[config.mk]
export PLATFORM = sky130hd
export DESIGN_NAME = alu_arbiter_ctrl
export DESIGN_NICKNAME = d
export VERILOG_FILES = /design/src/rtl/alu_arbiter_ctrl.sv
export SDC_FILE = /design/constraint.sdc
export NUM_CORES = 1
export LEC_CHECK = 0
export ABC_AREA = 1
export ABC_CLOCK_PERIOD_IN_PS = 4100
export BUFFER_PORTS_ARGS = -buffer_cell sky130_fd_sc_hd__buf_2
export CAP_MARGIN = 15
export CORE_MARGIN = 4
export CORE_UTILIZATION = 45
export DETAILED_ROUTE_END_ITERATION = 6
export PLACE_DENSITY = 0.7
export SLEW_MARGIN = 20
export SYNTH_ARGS = -nofsm -noshare
export SYNTH_HDL_FRONTEND = slang
export SYNTH_SLANG_ARGS = --single-unit
[constraint.sdc]
create_clock -name clk -period 4.1 [get_ports clk]
set_clock_uncertainty 0.05 [all_clocks]
set_input_delay 0.205 -clock clk [delete_from_list [all_inputs] [get_ports clk]]
set_output_delay 0.205 -clock clk [all_outputs]
set_load 0.02 [all_outputs]
[src/rtl/alu_arbiter_ctrl.sv]
// Two-requester round-robin front end sharing one 4-bit arithmetic datapath.
// A single operation at a time runs IDLE -> EXEC (1..3 steps) -> DONE.
module alu_arbiter_ctrl (
  input  logic       clk,
  input  logic       rst_n,
  input  logic       req0_valid,
  output logic       req0_ready,
  input  logic [3:0] req0_a,
  input  logic [3:0] req0_b,
  input  logic [3:0] req0_x,
  input  logic [1:0] req0_mode,
  input  logic       req1_valid,
  output logic       req1_ready,
  input  logic [3:0] req1_a,
  input  logic [3:0] req1_b,
  input  logic [3:0] req1_x,
  input  logic [1:0] req1_mode,
  output logic       rsp_valid,
  input  logic       rsp_ready,
  output logic [8:0] rsp_out,
  output logic       rsp_id,
  output logic       busy,
  output logic [7:0] ops_count
);

  typedef enum logic [1:0] {
    S_IDLE = 2'd0,
    S_EXEC = 2'd1,
    S_DONE = 2'd2
  } state_t;

  state_t     state_q, state_d;
  logic       last_q, last_d;
  logic [1:0] cnt_q, cnt_d;
  logic [3:0] a_q, a_d, b_q, b_d, x_q, x_d;
  logic [1:0] mode_q, mode_d;
  logic       id_q, id_d;
  logic [8:0] acc_q, acc_d;
  logic [8:0] rsp_q, rsp_d;
  logic [7:0] ops_q, ops_d;

  logic [8:0] step_res;
  logic [1:0] last_step;
  logic       gnt;

  // One datapath step; mode 11 builds 2*a*x+b over three steps in acc_q.
  always_comb begin
    step_res  = acc_q;
    last_step = 2'd0;
    case (mode_q)
      2'b00: step_res = {5'd0, a_q} + {5'd0, b_q};
      2'b01: step_res = {5'd0, a_q} - {5'd0, b_q};
      2'b10: begin
        step_res  = {5'd0, a_q} * {5'd0, b_q};
        last_step = 2'd1;
      end
      default: begin
        last_step = 2'd2;
        case (cnt_q)
          2'd0:    step_res = {5'd0, a_q} * {5'd0, x_q};
          2'd1:    step_res = {acc_q[7:0], 1'b0};
          default: step_res = acc_q + {5'd0, b_q};
        endcase
      end
    endcase
  end

  always_comb begin
    state_d    = state_q;
    last_d     = last_q;
    cnt_d      = cnt_q;
    a_d        = a_q;
    b_d        = b_q;
    x_d        = x_q;
    mode_d     = mode_q;
    id_d       = id_q;
    acc_d      = acc_q;
    rsp_d      = rsp_q;
    ops_d      = ops_q;
    gnt        = 1'b0;
    req0_ready = 1'b0;
    req1_ready = 1'b0;
    case (state_q)
      S_IDLE: begin
        if (req0_valid || req1_valid) begin
          // On a tie the requester not granted last time wins.
          gnt        = (req0_valid && req1_valid) ? ~last_q : req1_valid;
          req0_ready = ~gnt;
          req1_ready = gnt;
          last_d     = gnt;
          id_d       = gnt;
          a_d        = gnt ? req1_a : req0_a;
          b_d        = gnt ? req1_b : req0_b;
          x_d        = gnt ? req1_x : req0_x;
          mode_d     = gnt ? req1_mode : req0_mode;
          cnt_d      = 2'd0;
          state_d    = S_EXEC;
        end
      end
      S_EXEC: begin
        acc_d = step_res;
        cnt_d = cnt_q + 2'd1;
        if (cnt_q == last_step) begin
          rsp_d   = step_res;
          state_d = S_DONE;
        end
      end
      S_DONE: begin
        if (rsp_ready) begin
          ops_d   = ops_q + 8'd1;
          state_d = S_IDLE;
        end
      end
      default: state_d = S_IDLE;
    endcase
  end

  always_ff @(posedge clk) begin
    if (!rst_n) begin
      state_q <= S_IDLE;
      last_q  <= 1'b1;
      cnt_q   <= 2'd0;
      a_q     <= 4'd0;
      b_q     <= 4'd0;
      x_q     <= 4'd0;
      mode_q  <= 2'd0;
      id_q    <= 1'b0;
      acc_q   <= 9'd0;
      rsp_q   <= 9'd0;
      ops_q   <= 8'd0;
    end else begin
      state_q <= state_d;
      last_q  <= last_d;
      cnt_q   <= cnt_d;
      a_q     <= a_d;
      b_q     <= b_d;
      x_q     <= x_d;
      mode_q  <= mode_d;
      id_q    <= id_d;
      acc_q   <= acc_d;
      rsp_q   <= rsp_d;
      ops_q   <= ops_d;
    end
  end

  assign rsp_valid = (state_q == S_DONE);
  assign busy      = (state_q != S_IDLE);
  assign rsp_out   = rsp_q;
  assign rsp_id    = id_q;
  assign ops_count = ops_q;

endmodule

==> reports/results.ini <==
[die]
rows=32
die_area_um2=9520
die_w_um=97.5
io_pins=55
die_y_um=97.5
initial_core_util_pct=46.5
fp.coreArea_um2=7770

[setup_path]
reg2reg_depth=10
worstSetupEndpointType=register
crit_path_start_kind=register
r2r-end=acc_q[4]
crit_type=reg2reg
crit_chain=nand2_1, fa_1, inv_1, fa_1, fa_1, or2_2, a32oi_1, nand3_1, nand2_1, a21oi_1
max_stage_delay_ns=0.63
rrSetupSlack_ns=0.90
path_delay_family=adder cells
crit_required_ns=4.22
cp_common_cell=fa_1
crit_slowest_cell=dfxtp_1
worstPathArrival_ns=3.32
crit_buf_inv=1
crit_fanout=12
r2r_start=a_q[1]

[timing]
rsz0062_at_grt=no
relSlewSlack_pct=53.4
max_freq_ghz=0.312
whs_ns=0.112
setup_viol=0
worstMarginPinSlew_ns=0.699
hold_viol=0
period_share_pct=78.1
post-route-min-period_ns=3.20
drv_slew=0
tns_ns=0

[yosys]
synth_area_um2=3610
synth_top_area_share_pct=25.5
synth-edff-count=0
synth_seq_area_share_pct=25.5
synth_common_cells=144 x nand2_1, 71 x inv_1, 46 x dfxtp_1, 39 x ha_1, 38 x a21oi_1
synth_flop_cell=dfxtp_1
synth_nets=609
yosysTopAreaCell=dfxtp_1
yosysUniqueCellTypes=38
synth.most_common_cell=nand2_1
ys_seq_elements=46
synth_area_leaders=dfxtp_1 26%, nand2_1 15%, ha_1 14%
ys_async_sr_fraction_pct=0
ys_warn_count=0
synth_cells=526
syn_avg_cell_area_um2=6.86

[min_path]
hold_end=mode_q[1]
hold_path.class=in2reg
worstHoldStart=req0_mode[1]
hold-path-cell-count=3

[cts]
ctsResizeCount=0
cts_tree=done
clk_pin_slew_ns=0.09
cts_root_buf=clkbuf_8
h-tree-depth=2
post_cts_buffers=0
cts_hold_buf=0
clockBufferDepth=2
insertion_delay_ns=0.30
clock-sinks=46
cts_inserted_buffers=5

[run]
maxCapViolations=0

[final_layout]
syn_to_final_growth_pct=11.9
drive_above_1_share_pct=15.9
final_util_pct=52.0
finalNetCount=655
multi_input_area_um2=2310
fillers=811
diodes=0
regArea_um2=921

[place]
io_buffers=54
dpl.hpwl_um=7170
place.gp.congestion=0.865

[pwr]
power_mw=2.01
leakagePower_nw=2.15
peakVddDrop_v=0.000409
power_density_nw_per_um2=498

[global_routing]
track_usage_pct=18.5
grt_pass1_wl_um=14900
first_global_vias=3294
grt-ovfl-total=0
grt_max_degree=27
antenna_found_initial=0

[detailed_routing]
drc=0
wire_per_inst_um=13.0
vias=3428
ant_nets=0
drt_iter0_drc=224
vias_per_cell=5.08
dr.pass1.iters=5
wl_um=8760

[outcome]
status=finished, final reports clean

## worst min-delay path: cells and delay by family
family,cells,cell delay [ns]
AOI/OAI and AO/OA,1,0.06
buffers and inverters,1,0.09
and+or+nand+nor,1,0.05
## final cells by class
class	instances	area share (%)
clock inverters	3	0.589
clock buffers	5	1.70
multi-input cells	383	57.2
flip-flops and latches	46	22.8
inverters	80	7.44
repair buffers	56	7.07
well taps	102	3.16
## power breakdown
group / leakage (nW) / total [mW] / internal, mW / switching (mW)
logic: 1.73 / 0.995 / 0.348 / 0.647
registers: 0.377 / 0.728 / 0.571 / 0.157
clock network: 0.0408 / 0.286 / 0.122 / 0.164
## layout by cell type, fill, tap and decap left out, drive strengths merged
| cell | count |
|---|---|
| nor3b | 1 |
| clkbuf | 5 |
| a32o | 1 |
| clkinv | 1 |
| a21oi | 40 |
| nand4 | 6 |
| dfxtp | 46 |
| nor2 | 34 |
| nand2 | 146 |
| a32oi | 1 |
| a221oi | 2 |
| a31oi | 14 |
| o211ai | 1 |
| o21ai | 36 |
| or2 | 4 |
| a22o | 1 |
| fa | 11 |
| nand3 | 37 |
| nand3b | 1 |
| o21bai | 1 |
| a31o | 1 |
| clkinvlp | 2 |
| nor3 | 2 |
| xor2 | 4 |
| inv | 80 |
| ha | 39 |
| buf | 56 |
## state kept, by name, summed over array words and instances (netlist names)
name,count
rsp_id,1
acc_q,9
b_q,4
state_q,2
x_q,4
mode_q,2
cnt_q,2
last_q,1
rsp_out,9
ops_count,8
a_q,4
## cells by family (layout without fill, tap and decap cells)
kind of cell	Yosys count	count (layout)	share of synthesized area (%)
AOI/OAI and AO/OA	98	98	15.1
xor gates and xnor gates	4	4	1.18
adders and majority gates	50	50	19.6
buffers and inverters	97	144	10.5
DFF	46	46	25.5
and+or+nand+nor	231	231	28.1
## per-layer routing
layer	share of wire (%)	GRT usage (%)	up-vias	wire length, um
met5	0	0	-	0
met4	0.55	3.19	0	48
met3	4.6	2.87	4	405
met2	47	31.5	71	4110
met1	48	25.0	1554	4200
li1	-	-	1799	-
## worst max-delay path by stage
stage,startpoint,to,cells after the start
2_1_floorplan,a_q[1],acc_q[4],11
3_3_place_gp,a_q[1],acc_q[4],10
3_5_place_dp,a_q[1],acc_q[4],10
4_1_cts,a_q[1],acc_q[4],10
5_1_grt,a_q[1],acc_q[4],10
6_report,a_q[1],acc_q[4],10
## through the flow
stage | instance area, um2 | std cells | worst slack [ns]
global route | 4040 | 675 | 0.696
global placement | 3940 | 667 | 0.964
detailed placement | 3940 | 667 | 0.876
floorplan | 3610 | 526 | 1.01
CTS | 4040 | 675 | 0.872
finish | 4040 | 675 | 0.897
No activity file was read; power rests on OpenSTA's default activity.
